<file path="config.mk">
export PLATFORM = sky130hd
export DESIGN_NAME = intarb
export DESIGN_NICKNAME = d
export VERILOG_FILES = /design/src/rtl/intarb_pkg.sv /design/src/rtl/intarb_prio.sv /design/src/rtl/intarb.sv
export SDC_FILE = /design/constraint.sdc
export NUM_CORES = 1
export LEC_CHECK = 0
export CAP_MARGIN = 20
export CORE_MARGIN = 4
export CORE_UTILIZATION = 34
export DETAILED_ROUTE_END_ITERATION = 12
export PLACE_DENSITY = 0.81
export SYNTH_ARGS = -nofsm -noshare
export SYNTH_HDL_FRONTEND = slang
export SYNTH_HIERARCHICAL = 1
export SYNTH_SLANG_ARGS = --single-unit
</file>
<file path="constraint.sdc">
create_clock -name CLOCK -period 1.7 [get_ports CLOCK]
set_input_delay 0.34 -clock CLOCK [delete_from_list [all_inputs] [get_ports CLOCK]]
set_output_delay 0.34 -clock CLOCK [all_outputs]
set_load 0.005 [all_outputs]
</file>
<file path="src/rtl/intarb_pkg.sv">
// Shared types and constants for the interrupt arbiter.
package intarb_pkg;

  localparam int unsigned VEC_W  = 8;
  localparam int unsigned BUSD_W = 16;

  typedef enum logic [2:0] {
    IDLE,
    REQ,
    SACK,
    INTR,
    DONE
  } state_t;

endpackage

</file>
<file path="src/rtl/intarb_prio.sv">
// Fixed-priority encoder: the lowest-index asserted request wins.
module intarb_prio #(
  parameter  int unsigned NREQ = 4,
  localparam int unsigned IDXW = (NREQ > 1) ? $clog2(NREQ) : 1
) (
  input  logic [NREQ-1:0] intreqs,
  output logic            valid,
  output logic [IDXW-1:0] idx
);

  // Scan from the top down so the lowest set bit is the last to be assigned.
  always_comb begin
    valid = 1'b0;
    idx   = '0;
    for (int unsigned i = NREQ; i > 0; i--) begin
      if (intreqs[i-1]) begin
        valid = 1'b1;
        idx   = IDXW'(i - 1);
      end
    end
  end

endmodule

</file>
<file path="src/rtl/intarb.sv">
// Interrupt arbiter for one bus request level: requests the bus, takes the
// grant, acquires bus mastership and delivers the winning device's vector.
// Optional feature: define INTARB_TIMEOUT_EN to abandon a vector transfer
// when SSYN does not arrive within TMOCYC cycles.
module intarb
  import intarb_pkg::*;
#(
  parameter int unsigned NREQ   = 4,
  parameter int unsigned TMOCYC = 1000
) (
  input  logic                  CLOCK,
  input  logic                  RESET,
  input  logic [NREQ-1:0]       intreqs,
  input  logic [VEC_W*NREQ-1:0] irvecs,
  output logic                  intgnt,
  output logic [VEC_W-1:0]      igvec,
  output logic                  bus_br_out,
  input  logic                  bus_bg_in,
  output logic                  bus_bg_out,
  output logic                  bus_sack_out,
  input  logic                  bus_bbsy_in,
  output logic                  bus_bbsy_out,
  output logic                  bus_intr_out,
  input  logic                  bus_ssyn_in,
  output logic [BUSD_W-1:0]     bus_d_out
);

  localparam int unsigned IDXW = (NREQ > 1) ? $clog2(NREQ) : 1;

  state_t             state;
  state_t             state_nxt;
  logic               pvalid;
  logic [IDXW-1:0]    pidx;
  logic [VEC_W-1:0]   pvec;
  logic [VEC_W-1:0]   lat_vec;
  logic               gnt_q;
  logic [VEC_W-1:0]   igvec_q;
  logic               tmo_hit;

  intarb_prio #(
    .NREQ (NREQ)
  ) u_prio (
    .intreqs (intreqs),
    .valid   (pvalid),
    .idx     (pidx)
  );

  // Vector of the current winner; only sampled at the REQ-to-SACK step.
  always_comb begin
    pvec = irvecs[VEC_W*pidx +: VEC_W];
  end

`ifdef INTARB_TIMEOUT_EN
  localparam int unsigned CNTW = $clog2(TMOCYC + 1);

  logic [CNTW-1:0] tmo_cnt;

  // Cycle counter that runs only while in INTR and restarts on every entry.
  always_ff @(posedge CLOCK) begin
    if (RESET || state != INTR) begin
      tmo_cnt <= '0;
    end else begin
      tmo_cnt <= tmo_cnt + 1'b1;
    end
  end

  always_comb begin
    tmo_hit = (tmo_cnt == CNTW'(TMOCYC - 1));
  end
`else
  always_comb begin
    tmo_hit = 1'b0;
  end
`endif

  // State register, frozen vector and the one-cycle grant pulse.
  // The device index is consumed at latch time; only its vector is kept.
  always_ff @(posedge CLOCK) begin
    if (RESET) begin
      state   <= IDLE;
      lat_vec <= '0;
      gnt_q   <= 1'b0;
      igvec_q <= '0;
    end else begin
      state <= state_nxt;
      if (state == REQ && state_nxt == SACK) begin
        lat_vec <= pvec;
      end
      gnt_q <= (state == INTR && state_nxt == DONE);
      if (state == INTR && state_nxt == DONE) begin
        igvec_q <= lat_vec;
      end
    end
  end

  // Next-state decode.
  always_comb begin
    state_nxt = state;
    unique case (state)
      IDLE: if (pvalid && !bus_bg_in)        state_nxt = REQ;
      REQ: begin
        if (!pvalid)                         state_nxt = IDLE;
        else if (bus_bg_in)                  state_nxt = SACK;
      end
      SACK: if (!bus_bg_in && !bus_bbsy_in)  state_nxt = INTR;
      INTR: begin
        if (bus_ssyn_in)                     state_nxt = DONE;
        else if (tmo_hit)                    state_nxt = IDLE;
      end
      DONE: if (!bus_ssyn_in)                state_nxt = IDLE;
      default:                               state_nxt = IDLE;
    endcase
  end

  // Bus drives decoded from state; the grant passes through unless this
  // level is requesting with a live request or holding the selection.
  always_comb begin
    bus_br_out   = 1'b0;
    bus_bg_out   = bus_bg_in;
    bus_sack_out = 1'b0;
    bus_bbsy_out = 1'b0;
    bus_intr_out = 1'b0;
    bus_d_out    = '0;
    unique case (state)
      REQ: begin
        bus_br_out = 1'b1;
        bus_bg_out = bus_bg_in & ~pvalid;
      end
      SACK: begin
        bus_bg_out   = 1'b0;
        bus_sack_out = 1'b1;
      end
      INTR: begin
        bus_bbsy_out = 1'b1;
        bus_intr_out = 1'b1;
        bus_d_out    = {{(BUSD_W-VEC_W){1'b0}}, lat_vec};
      end
      default: ;
    endcase
  end

  always_comb begin
    intgnt = gnt_q;
    igvec  = igvec_q;
  end

endmodule

</file>
; Word-level counts from Yosys, hierarchy flattened
; Cells that the tools add are included.
[word_totals]
n_memories = 0
latch_bits = 0
output_inout_bits = 30
input_bits = 41
register_bits = 20
mem_bits_rw = 0
mem_bits_ro = 0
[op_classes]
reduce_logical = 7
bitwise = 2
n_eq_ne = 6
mul = 0
n_div = 0
magnitude_cmp = 0
muxes = 20
shifts = 1
addsub = 0
[op_table]
columns = cell, count
row1 = indexed part select 32 x 6 -> 8 bit, 1
row2 = two-way mux 3 bit, 6
row3 = case mux 3 bit (5 select lines), 1
row4 = equality test 3 x 2 -> 1 bit (second input constant), 3
row5 = two-way mux 2 bit, 4
row6 = two-way mux 8 bit, 1
row7 = two-way mux 1 bit, 7
row8 = equality test 3 bit (second input constant), 2
row9 = logical AND 1 bit, 4
row10 = equality test 3 x 1 -> 1 bit (second input constant), 1
row11 = logical NOT 3 bit, 1
row12 = logical NOT 1 bit, 2
row13 = case mux 1 bit (2 select lines), 1
row14 = AND 1 bit, 1
row15 = NOT 1 bit, 1

; Logic depth before layout (Yosys ltp)
; Gate-level depths: netlist of run 1.
[logic_depth]
depth_word = 9
mapped_depth = 6

; Cells and area by module
; The synthesis of run 1 kept the hierarchy.
[by_module_without_submodules]
columns = mod, area_per_inst_um2, cells_each, instances
row1 = intarb, 1103.6, 112, 1
row2 = intarb_prio, 35.0, 7, 1

; Worst setup path after synthesis of run 1
; OpenSTA, ideal clock, no wires.
[synth_timing]
path_type = input port to flip-flop
startpoint = input port intreqs[2]
endpoint = register lat_vec[0]
setup_time_ns = 0.117
required_ns = 1.583
cell_stages = 5
setup_slack_ns = 0.114
arrival_time_ns = 1.469
cell_sequence = nand2b_1 > a21oi_2 > buf_6 > mux4_1 > a22o_1
[synth_between]
word_cells_on_any_way = 13
cone_classes = 1 x eq/ne / 1 x shift / 9 x mux / 2 x reduce/logical
[synth_rtl]
columns = item, line_no
row1 = "start, declared", intarb.sv:13  ; input logic [NREQ-1:0] intreqs,
row2 = two-way mux 2 bit (3 in series), intarb_prio.sv:16  ; if (intreqs[i-1]) begin
row3 = via pidx[0], intarb.sv:33  ; logic [IDXW-1:0] pidx;
row4 = indexed part select 32 x 6 -> 8 bit, intarb.sv:50  ; pvec = irvecs[VEC_W*pidx +: VEC_W];
row5 = "end signal, assigned", intarb.sv:87  ; lat_vec <= pvec;
row6 = "end, declared", intarb.sv:35  ; logic [VEC_W-1:0] lat_vec;
; The timed path passes the listed nets, and every way through them passes these cells.
; A chain may end at the register's enable or synchronous reset.

; Final worst setup path of run 1
[layout_timing]
startpoint = register state[1]
endpoint = output port bus_bg_out
[layout_between]
elab_chain_len = 2
word_cells_on_any_way = 3
cone_classes = 2 x eq/ne / 1 x mux
[layout_rtl]
columns = item, line_no
row1 = "start, declared", intarb.sv:30  ; state_t state;
row2 = "start signal, assigned", intarb.sv:85  ; state <= state_nxt;
row3 = equality test 3 x 2 -> 1 bit / equality test 3 x 1 -> 1 bit (equally long branches), intarb.sv:124  ; unique case (state)
row4 = case mux 1 bit (2 select lines) (*), intarb.sv:124
row5 = "end, declared", intarb.sv:19  ; output logic bus_bg_out,
; Every way passes the cells marked *; elsewhere a longest branch is shown, timed or not.

==> metrics.cfg, run 1 <==
[grt]
antenna_found_initial = 0
grt_pass1_wl_um = 4910
overflow = 0
grtUsageTotal_pct = 14.9
grt_max_degree = 13
first_global_vias = 1175

[pwr]
ir_worst_vdd_uv = 286
p_leak_uw = 0.000813
power_density_mw_per_mm2 = 568

[die]
start_util_pct = 36.4
die-height_um = 65.9
std_cell_rows = 20
die_area_mm2 = 0.00434
core_area_mm2 = 0.00313
die_x_um = 65.9
io_pins = 71

[place]
gp_congestion = 0.706
hpwl_um = 2530
dpl_cell_area_mm2 = 0.00183
port_buffers = 62
placed_cells = 227

[synth]
synth_cell_types = 29
syn_avg_cell_area_um2 = 9.57
seq_area_frac_synth_pct = 35.2
syn_inst = 119
ys_ff_latch = 20
synth.cell_area_mm2 = 0.00114
yosysWarnings = 6

[hold_path]
holdPathEnd = igvec[0]
hold_path.startpoint = igvec[0]
hp-class = flip-flop to flip-flop
hold_depth = 2

[route]
drc = 0
wl_per_cell_um = 13.2
drt_wl_total_um = 3160
drtPass1Iterations = 4
vias = 1166
final_antenna_net_count = 0
first_iter_violations = 23
routed_via_density = 4.88

[layout]
final_core_util_pct = 62.5
multiInputGateArea_um2 = 672
final_area_mm2 = 0.00195
seq_area_um2 = 409
nets = 237
final_cells = 239
final_common_cell = clkdlybuf4s50_1
n_antenna_cell = 0
final_cell_mix = clkdlybuf4s50_1 (45), nand2_1 (18), dfxtp_1 (17)
layout-drive-gt1-share_pct = 23.1
fill_cells = 262
area_growth_pct = 71.6

[clock_network]
cts_tree = done
cts.reportedPaths.clkPinSlew_ps = 110
cts_buffer_depth = 2
root_buffer = clkbuf_4
clk_latency_ps = 310
cts_buffers = 3
htree_levels = 1
hold_buffers = 0
clock-sinks = 20

[job]
max_cap_viol_count = 0

[setup_path]
crit_path_max_fanout = 4
end_kind = output port
critPathRequiredTime_ps = 1360
r2r_slack_ps = 400
critPathKind = flip-flop to output port
slowest_delay_ps = 370
timing.rr.end = lat_vec[1]
cp_data_arrival_time_ps = 1390
critPathSlowestCell = dfxtp_4
start_kind = flip-flop
reg2reg_depth = 6
r2r-start = state[1]
crit_chain = buf_4, mux2_2, o21a_1, buf_2

[timing]
final_hold_viol_count = 0
period_minus_slack_ps = 1730
max_freq_mhz = 579
maxSlewViolCount = 0
final.setup.worst_slack_ps = -28.0
rsz0062_at_grt = true
setup_viol = 1
finalClockSkew_ps = 6.25
finalCritPeriodShare_pct = 102

[run_status]
status = finished with violations
violations = negative setup slack

[worst max-delay path by stage]
stage	end	depth (start not counted)	slack [ps]	from
global route	bus_bg_out	4	-60	state[1]
CTS	bus_d_out[2]	5	-100	state[1]
global placement	bus_bg_out	7	-490	intreqs[3]
detailed placement	bus_bg_out	7	-540	intreqs[3]
finish	bus_bg_out	4	-30	state[1]
floorplan	lat_vec[0]	5	110	intreqs[2]
[worst max-delay path: cells and delay by family, from the launching register on]
kind	cells	cell delay, ps
flip-flops	1	370
buffers and inverters	2	230
multiplexers	1	320
AO/OA/AOI/OAI	1	160
[cells by family after synthesis]
family | Yosys count | synth area share (%)
compound gates | 23 | 13.3
buf+inv | 19 | 10.5
flops | 20 | 35.2
mux | 9 | 19.1
other cells | 1 | 0.329
simple gates | 47 | 21.5
[cells in the mapped netlist]
library cell	count	area share, %
a21oi_1	11	4.8
a21oi_2	1	0.77
a22o_1	8	6.2
and2_1	9	4.9
and3_1	1	0.55
and3b_1	2	1.5
and4b_1	1	0.88
buf_1	1	0.33
buf_2	5	2.2
buf_4	9	5.9
buf_6	1	0.99
clkbuf_1	1	0.33
clkbuf_2	1	0.44
conb_1	1	0.33
dfxtp_1	20	35
inv_1	1	0.33
mux2_2	1	0.99
mux4_1	7	16
mux4_2	1	2.0
nand2_1	18	5.9
nand2b_1	2	1.1
nand3_1	1	0.44
nand4b_1	1	0.77
nor2_1	6	2.0
nor2b_1	1	0.55
nor3_1	2	0.88
nor3b_1	3	2.0
o21a_1	1	0.66
o21ai_0	2	0.88
[sequential cells by signal, summed over array words and instances, names as in the netlist]
name,cells
igvec,8
intgnt,1
lat_vec,8
state,3
[per-layer routing]
layer	track usage (%)	up-vias	share of wire (%)
met5	0	-	0
met4	6.99	0	2.7
met3	3.74	6	8.0
met2	28.4	59	52
met1	14.7	541	37
li1	-	560	-
[stage by stage]
step                      setup slack (ps)  power (uW)  TNS (ps)  hold slack, ps
after floorplan                        114         602         0             416
after global placement                -494         722     -4030             448
after detailed placement              -541         729     -4700             452
after CTS                             -102        1100      -342             465
after global routing                 -64.0        1150      -151             497
final                                -28.0        1110     -28.0             464
[where the power goes]
group | switching (uW) | internal, uW | leakage [uW] | total, uW
Clock | 148 | 239 | 0.0000279 | 387
Sequential | 9.93 | 478 | 0.000164 | 488
Combinational | 73.1 | 162 | 0.000622 | 235
[repair_timing]
item / 4_1_cts / 5_1_grt
resized for setup: 36 / 25
cloned: 1 / 0
endpoints found under the setup margin: 21 / 10
pin swaps: 2 / 3
buffers inserted: 6 / 1
[final cells by class]
cell class | count | share of cell area, %
Clock buffer | 3 | 1.15
Sequential cell | 20 | 20.9
Clock inverter | 1 | 1.54
Inverter | 1 | 0.192
Timing Repair Buffer | 82 | 39.0
Tap cell | 44 | 2.82
Multi-Input combinational cell | 88 | 34.4
No activity file was read; power rests on OpenSTA's default activity.
==> inputs of run 2 (changes only) <==
--- a/config.mk
+++ b/config.mk
@@ -8,7 +8,7 @@
 export CAP_MARGIN = 20
 export CORE_MARGIN = 4
-export CORE_UTILIZATION = 34
+export CORE_UTILIZATION = 33
 export DETAILED_ROUTE_END_ITERATION = 12
-export PLACE_DENSITY = 0.81
+export PLACE_DENSITY = 0.82
 export SYNTH_ARGS = -nofsm -noshare
 export SYNTH_HDL_FRONTEND = slang
==> constraint.sdc (replaced) <==
create_clock -name CLOCK -period 1.4 [get_ports CLOCK]
set_input_delay 0.35 -clock CLOCK [delete_from_list [all_inputs] [get_ports CLOCK]]
set_output_delay 0.35 -clock CLOCK [all_outputs]
set_load 0.005 [all_outputs]
==> run 2 against run 1 <==
The run still ends with negative setup slack left. First-iteration DRC count increased by 150%. Routed wire length rose by 1.3%. Hold slack got worse by 5.7 ps. Die area up 2.7%. Global-route usage fell by 0.84 points. Non-clock buffer count increased by 9. Worst setup slack got worse by 250 ps. Power up 14%. Clock skew fell by 5.2 ps. Sequential cell count unchanged. Final area rose by 8.5%. Clock-buffer cell count up 1.
==> metrics.cfg, run 2 (same netlist as run 1, synthesis figures left out) <==
[run_status]
status = finished with violations
violations = negative setup slack

[layout]
nets = 245  ; +3.4%
layout-drive-gt1-share_pct = 45.3  ; +22 points
area_growth_pct = 86.3
final_cell_mix = clkdlybuf4s50_1 (35), buf_6 (29), nand2_1 (17)
final_cells = 249  ; +4.2%
final_area_mm2 = 0.00212  ; +8.5%
final_core_util_pct = 63.6  ; +1.1 points
n_antenna_cell = 0  ; unchanged
final_common_cell = clkdlybuf4s50_1

[setup_path]
crit_cells = 5  ; +1
end_kind = output port
critPathSlowestCell = dfxtp_2
path_buf_inv = 2  ; unchanged
slowest_delay_ps = 360  ; about the same
critPathRequiredTime_ps = 1050  ; -310 ps
crit_path_max_fanout = 3  ; -1
critPathKind = flip-flop to output port
reg2reg_depth = 7  ; +1
start_kind = flip-flop
cpLargestDelayFamily = flip-flops
r2r_slack_ps = 30  ; -370 ps
crit_chain = buf_6, nand2_2, mux2_4, o21a_1, buf_2
cp_data_arrival_time_ps = 1330  ; -60 ps

[clock_network]
clk_latency_ps = 290  ; -20 ps
cts_tree = done
root_buffer = clkbuf_4
clock-sinks = 20  ; unchanged
htree_levels = 1  ; unchanged
cts.reportedPaths.clkPinSlew_ps = 110  ; about the same
hold_buffers = 0  ; unchanged
cts_buffer_depth = 2  ; unchanged
cts_buffers = 3  ; unchanged

[route]
drc = 0  ; unchanged
final_antenna_net_count = 0  ; unchanged
vias = 1154  ; -1.0%
drt_wl_total_um = 3200  ; +1.3%
first_iter_violations = 57  ; +150%
drtPass1Iterations = 4  ; unchanged
routed_via_density = 4.63  ; -5.0%
wl_per_cell_um = 12.9  ; -2.7%

[timing]
tns_ps = -2740  ; -2720 ps
finalClockSkew_ps = 1.01  ; -5.24 ps
period_minus_slack_ps = 1680
final_hold_viol_count = 0  ; unchanged
final.setup.worst_slack_ps = -278  ; -250 ps
maxSlewViolCount = 0  ; unchanged
max_freq_mhz = 596
rsz0062_at_grt = true
setup_viol = 14  ; +13
finalCritPeriodShare_pct = 120

[grt]
first_global_vias = 1103  ; -6.1%
overflow = 0  ; unchanged
grtUsageTotal_pct = 14.0  ; -0.84 points
antenna_found_initial = 0  ; unchanged
grt_max_degree = 13  ; unchanged
grt_pass1_wl_um = 4860  ; -1.1%

[place]
placed_cells = 237  ; +4.4%
hpwl_um = 2450  ; -3.0%
port_buffers = 62  ; unchanged
gp_congestion = 0.808  ; +14%
dpl_cell_area_mm2 = 0.00188  ; +2.4%

[hold_path]
hp-class = flip-flop to flip-flop
hold_depth = 2  ; unchanged

[die]
die_x_um = 66.7  ; +1.3%
core_area_mm2 = 0.00334  ; +6.7%
start_util_pct = 34.1  ; -2.3 points
die_area_mm2 = 0.00445  ; +2.7%
io_pins = 71  ; unchanged
std_cell_rows = 21  ; +5.0%
die-height_um = 66.7  ; +1.3%

[job]
max_cap_viol_count = 0  ; unchanged

[pwr]
ir_worst_vdd_uv = 258  ; -9.8%
power_density_mw_per_mm2 = 599  ; +5.5%
p_leak_uw = 0.000916  ; +13%

==> run 2: changes by cell type in the layout (fill, tap and decap cells not counted), moves of 3 or more <==
cell	change
a21oi_1	-4
and2_1	-5
and2_4	+5
buf_6	+22
clkbuf_2	-4
clkdlybuf4s50_1	-10
dfxtp_1	-7
dfxtp_2	+9
dlygate4sd2_1	+3
mux4_1	-7
mux4_2	+7
==> run 2: layout make-up <==
class | count | area [um2]
Fill cell | 277 | 1220
Timing Repair Buffer | 91 | 901
Multi-Input combinational cell | 87 | 709
Sequential cell | 20 | 413
Tap cell | 46 | 57.6
Clock buffer | 4 | 36.3
Inverter | 1 | 3.75
==> run 2: path summary, 6_finish.rpt <==
kind | from | endpoint
setup / recovery | state[0] | bus_bg_out
hold / removal | igvec[6] | igvec[6]
setup reg to reg | state[1] | lat_vec[7]
hold reg to reg | igvec[6] | igvec[6]
==> run 2: stage by stage <==
stage,worst slack [ps],hold slack (ps),power (uW)
floorplan,-157,426,738
global placement,-834,442,900
detailed placement,-843,450,905
CTS,-283,461,1260
global route,-364,479,1340
finish,-278,458,1270
==> run 2: tightest hold or removal path, delay by kind of cell, from the launching register on <==
family,cells,cell delay [ps]
and+or+nand+nor,1,50
AOI/OAI and AO/OA,1,50
DFF,1,330
==> run 2: power breakdown <==
| part | switching [uW] | internal, uW |
|---|---|---|
| logic | 108 | 238 |
| registers | 11.6 | 583 |
| clock network | 173 | 158 |
==> run 2: metal layers <==
| metal | part of all wire (%) | vias up | global-route usage [%] |
|---|---|---|---|
| met4 | 1.0 | 0 | 4.82 |
| met3 | 7.4 | 4 | 2.36 |
| met5 | 0 | - | 0 |
| li1 | - | 568 | - |
| met1 | 37 | 529 | 15.4 |
| met2 | 55 | 53 | 26.7 |
==> run 2: what timing repair did <==
| item | CTS | global route |
|---|---|---|
| endpoints found under the hold margin | 0 | 0 |
| setup buffers | 7 | 7 |
| setup endpoints to repair | 30 | 22 |
| pin swaps | 11 | 10 |
| gates resized for setup | 129 | 19 |
